--- config.mk ---
export PLATFORM = sky130hd
export DESIGN_NAME = isa_io_cycle_sequencer_flat
export DESIGN_NICKNAME = d
export VERILOG_FILES = /design/src/rtl/isa_bus_pkg.sv /design/src/rtl/isa_io_cycle_sequencer_if.sv /design/src/rtl/sync_2ff.sv /design/src/rtl/isa_io_cycle_sequencer.sv /design/src/flat_wrapper.sv
export SDC_FILE = /design/constraint.sdc
export NUM_CORES = 1
export LEC_CHECK = 0
export BUFFER_PORTS_ARGS = -buffer_cell sky130_fd_sc_hd__buf_2
export CAP_MARGIN = 20
export CORE_ASPECT_RATIO = 0.9
export CORE_MARGIN = 2
export CORE_UTILIZATION = 45
export CTS_CLUSTER_SIZE = 8
export DETAILED_ROUTE_END_ITERATION = 7
export PLACE_DENSITY = 0.81
export SETUP_SLACK_MARGIN = 0.02
export SLEW_MARGIN = 30
export SYNTH_ARGS = -nofsm -noshare
export SYNTH_HDL_FRONTEND = slang
export SYNTH_HIERARCHICAL = 1
export SYNTH_SLANG_ARGS = --single-unit
--- constraint.sdc ---
create_clock -name clk -period 3.34 [get_ports clk]
set_clock_uncertainty 0.15 [all_clocks]
set_input_delay 0.835 -clock clk [delete_from_list [all_inputs] [get_ports clk]]
set_output_delay 0.835 -clock clk [all_outputs]
set_load 0.03 [all_outputs]
--- src/rtl/isa_bus_pkg.sv ---
// Shared ISA bus definitions: widths, default cycle timing, sequencer state codes.
// Also provides the request record and counter sizing helpers.
package isa_bus_pkg;

  localparam int ISA_ADDR_W = 16;
  localparam int ISA_DATA_W = 16;

  localparam int DEF_SETUP_CYCLES   = 2;
  localparam int DEF_STROBE_CYCLES  = 8;
  localparam int DEF_HOLD_CYCLES    = 2;
  localparam int DEF_TIMEOUT_CYCLES = 1024;

  typedef logic [2:0] seq_state_t;

  localparam seq_state_t ST_IDLE     = 3'd0;
  localparam seq_state_t ST_LOAD     = 3'd1;
  localparam seq_state_t ST_SETUP    = 3'd2;
  localparam seq_state_t ST_STROBE   = 3'd3;
  localparam seq_state_t ST_WAIT_RDY = 3'd4;
  localparam seq_state_t ST_HOLD     = 3'd5;
  localparam seq_state_t ST_RESPOND  = 3'd6;

  typedef struct packed {
    logic                  write;
    logic [ISA_ADDR_W-1:0] addr;
    logic [ISA_DATA_W-1:0] wdata;
  } isa_req_t;

  function automatic int max4(input int a, input int b, input int c, input int d);
    int m;
    m = a;
    if (b > m) m = b;
    if (c > m) m = c;
    if (d > m) m = d;
    return m;
  endfunction

  // The counter only ever holds (cycles - 1), so clog2(max) bits suffice.
  function automatic int cnt_width(input int max_val);
    return (max_val < 2) ? 1 : $clog2(max_val);
  endfunction

endpackage

--- src/rtl/isa_io_cycle_sequencer_if.sv ---
// HPS request/response port plus the bus-interface-side signals of the I/O cycle sequencer.
// slave = the sequencer, master = the HPS requester together with the ISA bus side.
interface isa_io_cycle_sequencer_if;

  logic        req_valid;
  logic        req_ready;
  logic        req_write;
  logic [15:0] req_addr;
  logic [15:0] req_wdata;
  logic        rsp_valid;
  logic [15:0] rsp_rdata;
  logic        rsp_timeout;
  logic [15:0] address_HPS;
  logic [15:0] data_HPS;
  logic        address_load;
  logic        data_load;
  logic        IOW;
  logic        IOR;
  logic        iochrdy;
  logic [15:0] bus_rdata;

  modport slave (
    input  req_valid, req_write, req_addr, req_wdata, iochrdy, bus_rdata,
    output req_ready, rsp_valid, rsp_rdata, rsp_timeout,
           address_HPS, data_HPS, address_load, data_load, IOW, IOR
  );

  modport master (
    output req_valid, req_write, req_addr, req_wdata, iochrdy, bus_rdata,
    input  req_ready, rsp_valid, rsp_rdata, rsp_timeout,
           address_HPS, data_HPS, address_load, data_load, IOW, IOR
  );

endinterface

--- src/rtl/sync_2ff.sv ---
// Single-bit two-flop synchronizer for asynchronous ISA inputs.
// RESET_VAL lets inactive-high and inactive-low inputs start in their idle level.
module sync_2ff #(
  parameter logic RESET_VAL = 1'b0
) (
  input  logic clk,
  input  logic reset,
  input  logic d_i,
  output logic q_o
);

  logic meta_q;
  logic sync_q;

  always_ff @(posedge clk or negedge reset) begin
    if (!reset) begin
      meta_q <= RESET_VAL;
      sync_q <= RESET_VAL;
    end else begin
      meta_q <= d_i;
      sync_q <= meta_q;
    end
  end

  assign q_o = sync_q;

endmodule

--- src/rtl/isa_io_cycle_sequencer.sv ---
// Runs one 16-bit ISA I/O read or write cycle per HPS request with programmed
// setup/strobe/hold timing, IOCHRDY wait-stretching with timeout, and a one-clock response.
module isa_io_cycle_sequencer
  import isa_bus_pkg::*;
#(
  parameter int SETUP_CYCLES   = DEF_SETUP_CYCLES,
  parameter int STROBE_CYCLES  = DEF_STROBE_CYCLES,
  parameter int HOLD_CYCLES    = DEF_HOLD_CYCLES,
  parameter int TIMEOUT_CYCLES = DEF_TIMEOUT_CYCLES
) (
  input  logic                      clk,
  input  logic                      reset,
  isa_io_cycle_sequencer_if.slave   bus
);

  localparam int CNT_MAX = max4(SETUP_CYCLES, STROBE_CYCLES, HOLD_CYCLES, TIMEOUT_CYCLES);
  localparam int CNT_W   = cnt_width(CNT_MAX);

  typedef logic [CNT_W-1:0] cnt_t;

  localparam cnt_t SETUP_LOAD   = cnt_t'(SETUP_CYCLES - 1);
  localparam cnt_t STROBE_LOAD  = cnt_t'(STROBE_CYCLES - 1);
  localparam cnt_t HOLD_LOAD    = cnt_t'(HOLD_CYCLES - 1);
  localparam cnt_t TIMEOUT_LOAD = cnt_t'(TIMEOUT_CYCLES - 1);

  seq_state_t        state_q, state_d;
  cnt_t              cnt_q, cnt_d;
  isa_req_t          req_q, req_d;
  logic              timeout_q, timeout_d;
  logic [ISA_DATA_W-1:0] rdata_q, rdata_d;

  logic req_ready_q;
  logic rsp_valid_q;
  logic rsp_timeout_q;
  logic address_load_q;
  logic data_load_q;
  logic iow_q;
  logic ior_q;

  logic rdy_sync;
  logic strobe_d;
  logic cnt_zero;

  sync_2ff #(
    .RESET_VAL (1'b1)
  ) u_iochrdy_sync (
    .clk   (clk),
    .reset (reset),
    .d_i   (bus.iochrdy),
    .q_o   (rdy_sync)
  );

  assign cnt_zero = (cnt_q == '0);

  always_comb begin
    state_d   = state_q;
    cnt_d     = cnt_q;
    req_d     = req_q;
    timeout_d = timeout_q;
    rdata_d   = rdata_q;

    case (state_q)
      ST_IDLE: begin
        if (bus.req_valid) begin
          req_d.write = bus.req_write;
          req_d.addr  = bus.req_addr;
          req_d.wdata = bus.req_wdata;
          cnt_d       = '0;
          state_d     = ST_LOAD;
        end
      end

      ST_LOAD: begin
        cnt_d   = SETUP_LOAD;
        state_d = ST_SETUP;
      end

      ST_SETUP: begin
        if (cnt_zero) begin
          cnt_d   = STROBE_LOAD;
          state_d = ST_STROBE;
        end else begin
          cnt_d = cnt_q - cnt_t'(1);
        end
      end

      // The ready decision is made only in the last nominal strobe clock.
      ST_STROBE: begin
        if (!cnt_zero) begin
          cnt_d = cnt_q - cnt_t'(1);
        end else if (!rdy_sync) begin
          cnt_d   = TIMEOUT_LOAD;
          state_d = ST_WAIT_RDY;
        end else begin
          if (!req_q.write) rdata_d = bus.bus_rdata;
          cnt_d   = HOLD_LOAD;
          state_d = ST_HOLD;
        end
      end

      ST_WAIT_RDY: begin
        if (rdy_sync || cnt_zero) begin
          if (!req_q.write) rdata_d = bus.bus_rdata;
          timeout_d = !rdy_sync;
          cnt_d     = HOLD_LOAD;
          state_d   = ST_HOLD;
        end else begin
          cnt_d = cnt_q - cnt_t'(1);
        end
      end

      ST_HOLD: begin
        if (cnt_zero) begin
          cnt_d   = '0;
          state_d = ST_RESPOND;
        end else begin
          cnt_d = cnt_q - cnt_t'(1);
        end
      end

      ST_RESPOND: begin
        timeout_d = 1'b0;
        cnt_d     = '0;
        state_d   = ST_IDLE;
      end

      default: begin
        cnt_d   = '0;
        state_d = ST_IDLE;
      end
    endcase
  end

  assign strobe_d = (state_d == ST_STROBE) || (state_d == ST_WAIT_RDY);

  always_ff @(posedge clk or negedge reset) begin
    if (!reset) begin
      state_q   <= ST_IDLE;
      cnt_q     <= '0;
      req_q     <= '0;
      timeout_q <= 1'b0;
      rdata_q   <= '0;
    end else begin
      state_q   <= state_d;
      cnt_q     <= cnt_d;
      req_q     <= req_d;
      timeout_q <= timeout_d;
      rdata_q   <= rdata_d;
    end
  end

  // Outputs are decoded from the next state so each one lines up with its state.
  always_ff @(posedge clk or negedge reset) begin
    if (!reset) begin
      req_ready_q    <= 1'b1;
      rsp_valid_q    <= 1'b0;
      rsp_timeout_q  <= 1'b0;
      address_load_q <= 1'b0;
      data_load_q    <= 1'b0;
      iow_q          <= 1'b1;
      ior_q          <= 1'b1;
    end else begin
      req_ready_q    <= (state_d == ST_IDLE);
      rsp_valid_q    <= (state_d == ST_RESPOND);
      rsp_timeout_q  <= (state_d == ST_RESPOND) && timeout_q;
      address_load_q <= (state_d == ST_LOAD);
      data_load_q    <= (state_d == ST_LOAD) && req_d.write;
      iow_q          <= !(strobe_d && req_d.write);
      ior_q          <= !(strobe_d && !req_d.write);
    end
  end

  assign bus.req_ready    = req_ready_q;
  assign bus.rsp_valid    = rsp_valid_q;
  assign bus.rsp_timeout  = rsp_timeout_q;
  assign bus.rsp_rdata    = rdata_q;
  assign bus.address_HPS  = req_q.addr;
  assign bus.data_HPS     = req_q.wdata;
  assign bus.address_load = address_load_q;
  assign bus.data_load    = data_load_q;
  assign bus.IOW          = iow_q;
  assign bus.IOR          = ior_q;

endmodule
--- src/flat_wrapper.sv ---
// flat-port wrapper written by rule: the top's interface ports become plain ports
module isa_io_cycle_sequencer_flat import isa_bus_pkg::*;
#(
  parameter int SETUP_CYCLES   = DEF_SETUP_CYCLES,
  parameter int STROBE_CYCLES  = DEF_STROBE_CYCLES,
  parameter int HOLD_CYCLES    = DEF_HOLD_CYCLES,
  parameter int TIMEOUT_CYCLES = DEF_TIMEOUT_CYCLES
)
  (clk, reset, bus_req_valid, bus_req_write, bus_req_addr, bus_req_wdata, bus_iochrdy, bus_bus_rdata, bus_req_ready, bus_rsp_valid, bus_rsp_rdata, bus_rsp_timeout, bus_address_HPS, bus_data_HPS, bus_address_load, bus_data_load, bus_IOW, bus_IOR);
  isa_io_cycle_sequencer_if bus_i ();
  input  logic clk;
  input  logic reset;
  input wire logic [$bits(bus_i.req_valid)-1:0] bus_req_valid;
  input wire logic [$bits(bus_i.req_write)-1:0] bus_req_write;
  input wire logic [$bits(bus_i.req_addr)-1:0] bus_req_addr;
  input wire logic [$bits(bus_i.req_wdata)-1:0] bus_req_wdata;
  input wire logic [$bits(bus_i.iochrdy)-1:0] bus_iochrdy;
  input wire logic [$bits(bus_i.bus_rdata)-1:0] bus_bus_rdata;
  output wire logic [$bits(bus_i.req_ready)-1:0] bus_req_ready;
  output wire logic [$bits(bus_i.rsp_valid)-1:0] bus_rsp_valid;
  output wire logic [$bits(bus_i.rsp_rdata)-1:0] bus_rsp_rdata;
  output wire logic [$bits(bus_i.rsp_timeout)-1:0] bus_rsp_timeout;
  output wire logic [$bits(bus_i.address_HPS)-1:0] bus_address_HPS;
  output wire logic [$bits(bus_i.data_HPS)-1:0] bus_data_HPS;
  output wire logic [$bits(bus_i.address_load)-1:0] bus_address_load;
  output wire logic [$bits(bus_i.data_load)-1:0] bus_data_load;
  output wire logic [$bits(bus_i.IOW)-1:0] bus_IOW;
  output wire logic [$bits(bus_i.IOR)-1:0] bus_IOR;
  assign bus_i.req_valid = bus_req_valid;
  assign bus_i.req_write = bus_req_write;
  assign bus_i.req_addr = bus_req_addr;
  assign bus_i.req_wdata = bus_req_wdata;
  assign bus_i.iochrdy = bus_iochrdy;
  assign bus_i.bus_rdata = bus_bus_rdata;
  assign bus_req_ready = bus_i.req_ready;
  assign bus_rsp_valid = bus_i.rsp_valid;
  assign bus_rsp_rdata = bus_i.rsp_rdata;
  assign bus_rsp_timeout = bus_i.rsp_timeout;
  assign bus_address_HPS = bus_i.address_HPS;
  assign bus_data_HPS = bus_i.data_HPS;
  assign bus_address_load = bus_i.address_load;
  assign bus_data_load = bus_i.data_load;
  assign bus_IOW = bus_i.IOW;
  assign bus_IOR = bus_i.IOR;
  isa_io_cycle_sequencer #(.SETUP_CYCLES(SETUP_CYCLES), .STROBE_CYCLES(STROBE_CYCLES), .HOLD_CYCLES(HOLD_CYCLES), .TIMEOUT_CYCLES(TIMEOUT_CYCLES)) u_core (.clk(clk), .reset(reset), .bus(bus_i));
endmodule
==> run_summary.xml <==
<?xml version="1.0" encoding="UTF-8"?>
<metrics>
  <group name="run_status">
    <metric name="status" unit="">finished clean</metric>
  </group>
  <group name="sta">
    <metric name="finalWorstSetupSlack" unit="ps">472.5</metric>
    <metric name="number_of_pins_with_negative_max_slew_slack_in_the_final_report" unit="">0</metric>
    <metric name="timing.final.crit_share" unit="%">85.85</metric>
    <metric name="setup_viol" unit="">0</metric>
    <metric name="maxSlewHeadroom" unit="%">42.22</metric>
    <metric name="tns" unit="ps">0</metric>
    <metric name="finalCriticalPeriod" unit="ps">2868</metric>
    <metric name="finalHoldViolations" unit="">0</metric>
    <metric name="grt_setup_unrepaired" unit="">no</metric>
    <metric name="maxClockFrequency" unit="MHz">348.7</metric>
    <metric name="max_slew.worst_pin.slew" unit="ps">858.8</metric>
  </group>
  <group name="detailed_routing">
    <metric name="average_via_count_per_standard_cell" unit="">5.260</metric>
    <metric name="drc" unit="">0</metric>
    <metric name="num_vias" unit="">2367</metric>
    <metric name="detail_route.first_pass.iterations" unit="">5</metric>
    <metric name="antenna_left" unit="">0</metric>
    <metric name="drtIter0Drc" unit="">156</metric>
    <metric name="detail_route.wirelength" unit="mm">6.585</metric>
    <metric name="average_wire_per_cell_in_the_routed_design" unit="um">14.63</metric>
  </group>
  <group name="cts">
    <metric name="clock_tree.buffer_depth" unit="">2</metric>
    <metric name="cts-buffers-inserted" unit="">9</metric>
    <metric name="cts.root.buffer_cell" unit="">sky130_fd_sc_hd__clkbuf_8</metric>
    <metric name="post-cts-setup-buffers" unit="">0</metric>
    <metric name="postCtsResizedCells" unit="">0</metric>
    <metric name="holdBufCountCts" unit="">0</metric>
    <metric name="cts_tree" unit="">yes</metric>
    <metric name="number_of_sinks_on_the_clock_net" unit="">72</metric>
    <metric name="worst_skew_pair.late_latency" unit="ps">350</metric>
    <metric name="cts_htree_levels" unit="">3</metric>
    <metric name="cts.reportedPaths.clkPinSlew" unit="ps">80</metric>
  </group>
  <group name="yosys">
    <metric name="synth_top_cell_by_area" unit="">sky130_fd_sc_hd__dfrtp_1</metric>
    <metric name="synth-main-ff-cell" unit="">sky130_fd_sc_hd__dfrtp_1</metric>
    <metric name="syn-num-nets" unit="">328</metric>
    <metric name="ys_async_rst_share" unit="%">100.0</metric>
    <metric name="postSynthRegisterBits" unit="">72</metric>
    <metric name="synth_enable_flop_cells" unit="">0</metric>
    <metric name="synthesis.area_per_instance" unit="um^2">12.28</metric>
    <metric name="synth_seq_area_share" unit="%">53.72</metric>
    <metric name="synth.top_cell.area_share" unit="%">49.81</metric>
    <metric name="synthesis.yosys.warnings" unit="">6</metric>
    <metric name="syn_area" unit="um^2">3366</metric>
    <metric name="synth_top_cells_by_area" unit="">sky130_fd_sc_hd__dfrtp_1, sky130_fd_sc_hd__mux2_2, sky130_fd_sc_hd__buf_4</metric>
    <metric name="syn-instance-count" unit="">274</metric>
    <metric name="yosys.cell_types.count" unit="">46</metric>
  </group>
  <group name="worst_setup_path">
    <metric name="critPathArrivalTime" unit="ps">2950</metric>
    <metric name="crit_type" unit="">register to register</metric>
    <metric name="timing.critical_path.to_type" unit="">register</metric>
    <metric name="setup.worst_path.start_class" unit="">register</metric>
    <metric name="worst-endpoint-required" unit="ps">3420</metric>
    <metric name="worstPathMaxFanout" unit="">16</metric>
  </group>
  <group name="floorplan">
    <metric name="coreArea" unit="um^2">7148</metric>
    <metric name="starting_density_of_the_core" unit="%">47.09</metric>
    <metric name="num_rows" unit="">29</metric>
    <metric name="io_pins" unit="">108</metric>
    <metric name="die_area" unit="um^2">8188</metric>
    <metric name="fp.dieH" unit="um">86.05</metric>
    <metric name="chipWidth" unit="um">95.16</metric>
  </group>
  <group name="layout">
    <metric name="areaGrowthSynthToFinish" unit="%">16.65</metric>
    <metric name="nets" unit="">406</metric>
    <metric name="antenna-diode-count" unit="">0</metric>
    <metric name="post_route_cells_drive_above_1_share" unit="%">52.38</metric>
  </group>
  <group name="job">
    <metric name="max_cap_violations" unit="">0</metric>
  </group>
  <group name="placement">
    <metric name="gp_congestion" unit="">0.8742</metric>
    <metric name="hpwl" unit="mm">4.898</metric>
    <metric name="place_ws" unit="ps">497.4</metric>
    <metric name="place.port_buffers" unit="">107</metric>
  </group>
  <group name="global_route">
    <metric name="met2_usage" unit="%">27.21</metric>
    <metric name="grt_most_used_layer" unit="">met2</metric>
    <metric name="global_route.usage.met3" unit="%">5.888</metric>
    <metric name="track_usage" unit="%">17.01</metric>
    <metric name="global_route.usage.met1" unit="%">21.21</metric>
    <metric name="wire_length_of_the_first_global_routing_pass" unit="mm">10.67</metric>
    <metric name="grt_max_degree" unit="">42</metric>
    <metric name="vias_in_the_first_global_route" unit="">2281</metric>
    <metric name="grt_antenna_before_repair" unit="">0</metric>
    <metric name="gr-total-overflow" unit="">0</metric>
  </group>
  <group name="power">
    <metric name="peakVddDrop" unit="mV">0.5354</metric>
    <metric name="power_per_cell_area" unit="nW/um^2">1060</metric>
    <metric name="total_leakage_power" unit="nW">1.899</metric>
  </group>
  <group name="hold_path">
    <metric name="min_path_type" unit="">register to register</metric>
  </group>
</metrics>
[cell type report]
type | count | area, um^2
well taps | 93 | 116.4
fillers | 621 | 3222
inverters | 4 | 15.01
flip-flops and latches | 72 | 1808
multi-input cells | 154 | 1250
clock buffers | 10 | 127.6
clock inverters | 6 | 43.79
repair buffers | 111 | 565.5
[Yosys cell counts, types with 2 or more instances]
master	count
sky130_fd_sc_hd__nor2b_1	4
sky130_fd_sc_hd__mux2_2	39
sky130_fd_sc_hd__o21ai_0	20
sky130_fd_sc_hd__nor3b_1	2
sky130_fd_sc_hd__o31ai_1	3
sky130_fd_sc_hd__nand3_1	2
sky130_fd_sc_hd__nand2b_1	5
sky130_fd_sc_hd__nor3_1	3
sky130_fd_sc_hd__a21oi_1	3
sky130_fd_sc_hd__dfrtp_1	67
sky130_fd_sc_hd__or4_1	2
sky130_fd_sc_hd__a211oi_1	2
sky130_fd_sc_hd__nor4_1	2
sky130_fd_sc_hd__o22ai_1	4
sky130_fd_sc_hd__and3_1	2
sky130_fd_sc_hd__dfstp_2	5
sky130_fd_sc_hd__inv_1	4
sky130_fd_sc_hd__o32ai_1	3
sky130_fd_sc_hd__and2_1	3
sky130_fd_sc_hd__nor2_1	10
sky130_fd_sc_hd__a31oi_1	3
sky130_fd_sc_hd__buf_4	32
sky130_fd_sc_hd__mux2_4	10
sky130_fd_sc_hd__clkbuf_1	10
sky130_fd_sc_hd__nand2_1	13
[final timing paths]
path,endpoint,cells after the start,from,slack (ps)
min,u_core/u_iochrdy_sync/q_o$_DFF_PN1_,0,u_core/u_iochrdy_sync/meta_q$_DFF_PN1_,210
max,u_core/bus.rsp_rdata[4]$_DFFE_PN0P_,7,u_core/cnt_q[0]$_DFFE_PN0P_,470
max in group asynchronous,u_core/bus.IOR$_DFF_PN1_,2,reset,2270
max reg2reg,u_core/bus.rsp_rdata[4]$_DFFE_PN0P_,7,u_core/cnt_q[0]$_DFFE_PN0P_,470
min in group asynchronous,u_core/bus.address_HPS[12]$_DFFE_PN0P_,2,reset,360
min reg2reg,u_core/u_iochrdy_sync/q_o$_DFF_PN1_,0,u_core/u_iochrdy_sync/meta_q$_DFF_PN1_,210
[worst max-delay path, cell delays in order, from the launching register on]
cell and delay (ps):
sky130_fd_sc_hd__dfrtp_1 420, sky130_fd_sc_hd__inv_1 100, sky130_fd_sc_hd__ha_1 200, sky130_fd_sc_hd__or3b_1 480, sky130_fd_sc_hd__nor3_4 350, sky130_fd_sc_hd__nand2_4 80
sky130_fd_sc_hd__a21oi_4 550, sky130_fd_sc_hd__mux2_2 410
[layer usage]
metal	vias to the layer above	routed length, um
li1	1098	-
met1	1151	2759
met2	107	3155
met3	11	586
met4	0	84
met5	-	0
[state kept, by name (all words and copies together), names as in the netlist, 3 cells and up]
name and flops:
u_core/bus.address_HPS 16, u_core/state_q 3, u_core/bus.data_HPS 16, u_core/cnt_q 10, u_core/bus.rsp_rdata 16
[metrics by stage]
| step | hold slack, ps | instance area [um^2] | utilization (%) | power (W) | cells |
|---|---|---|---|---|---|
| 6_report | 208.8 | 3926 | 54.93 | 0.004163 | 450 |
| 5_1_grt | 214.0 | 3926 | 54.93 | 0.004452 | 450 |
| 4_1_cts | 210.1 | 3926 | 54.93 | 0.004199 | 450 |
| 3_5_place_dp | 199.9 | 3755 | 52.53 | 0.003588 | 434 |
| 3_3_place_gp | 196.2 | 3755 | 52.53 | 0.003509 | 434 |
| 2_1_floorplan | 195.2 | 3366 | - | 0.003291 | 274 |
[where the power goes]
| group | leakage (nW) | internal [W] | total [W] | switching (W) |
|---|---|---|---|---|
| Sequential | 0.892 | 0.00127 | 0.00152 | 0.000249 |
| Clock | 0.0866 | 0.000272 | 0.000597 | 0.000326 |
| Combinational | 0.920 | 0.000777 | 0.00205 | 0.00127 |
[cells by family after synthesis]
logic type	share of synthesized area (%)
buffers and inverters	9.405
AO/OA/AOI/OAI	8.290
multiplexers	17.81
adder cells (fa/ha/maj)	0.3717
AND/OR/NAND/NOR	10.41
flip-flops	53.72
[placed cells by master, fill, tap and decap left out, types with 2 or more instances in the layout]
master and instances:
sky130_fd_sc_hd__clkinv_2 2, sky130_fd_sc_hd__clkbuf_8 9, sky130_fd_sc_hd__nor2b_1 4, sky130_fd_sc_hd__inv_1 4, sky130_fd_sc_hd__dfrtp_1 67, sky130_fd_sc_hd__a31oi_1 3
sky130_fd_sc_hd__o31ai_1 3, sky130_fd_sc_hd__clkinv_4 2, sky130_fd_sc_hd__dfstp_2 5, sky130_fd_sc_hd__or4_1 2, sky130_fd_sc_hd__nand3_1 2, sky130_fd_sc_hd__buf_4 4
sky130_fd_sc_hd__buf_2 107, sky130_fd_sc_hd__nor4_1 2, sky130_fd_sc_hd__nor2_1 10, sky130_fd_sc_hd__o21ai_0 20, sky130_fd_sc_hd__nand2_1 13, sky130_fd_sc_hd__mux2_2 39
sky130_fd_sc_hd__and2_1 3, sky130_fd_sc_hd__a21oi_1 3, sky130_fd_sc_hd__o32ai_1 3, sky130_fd_sc_hd__nand2b_1 5, sky130_fd_sc_hd__and3_1 2, sky130_fd_sc_hd__nor3b_1 2
sky130_fd_sc_hd__a211oi_1 2, sky130_fd_sc_hd__nor3_1 3, sky130_fd_sc_hd__o22ai_1 4, sky130_fd_sc_hd__mux2_4 10
(Power assumes the default switching activity.)
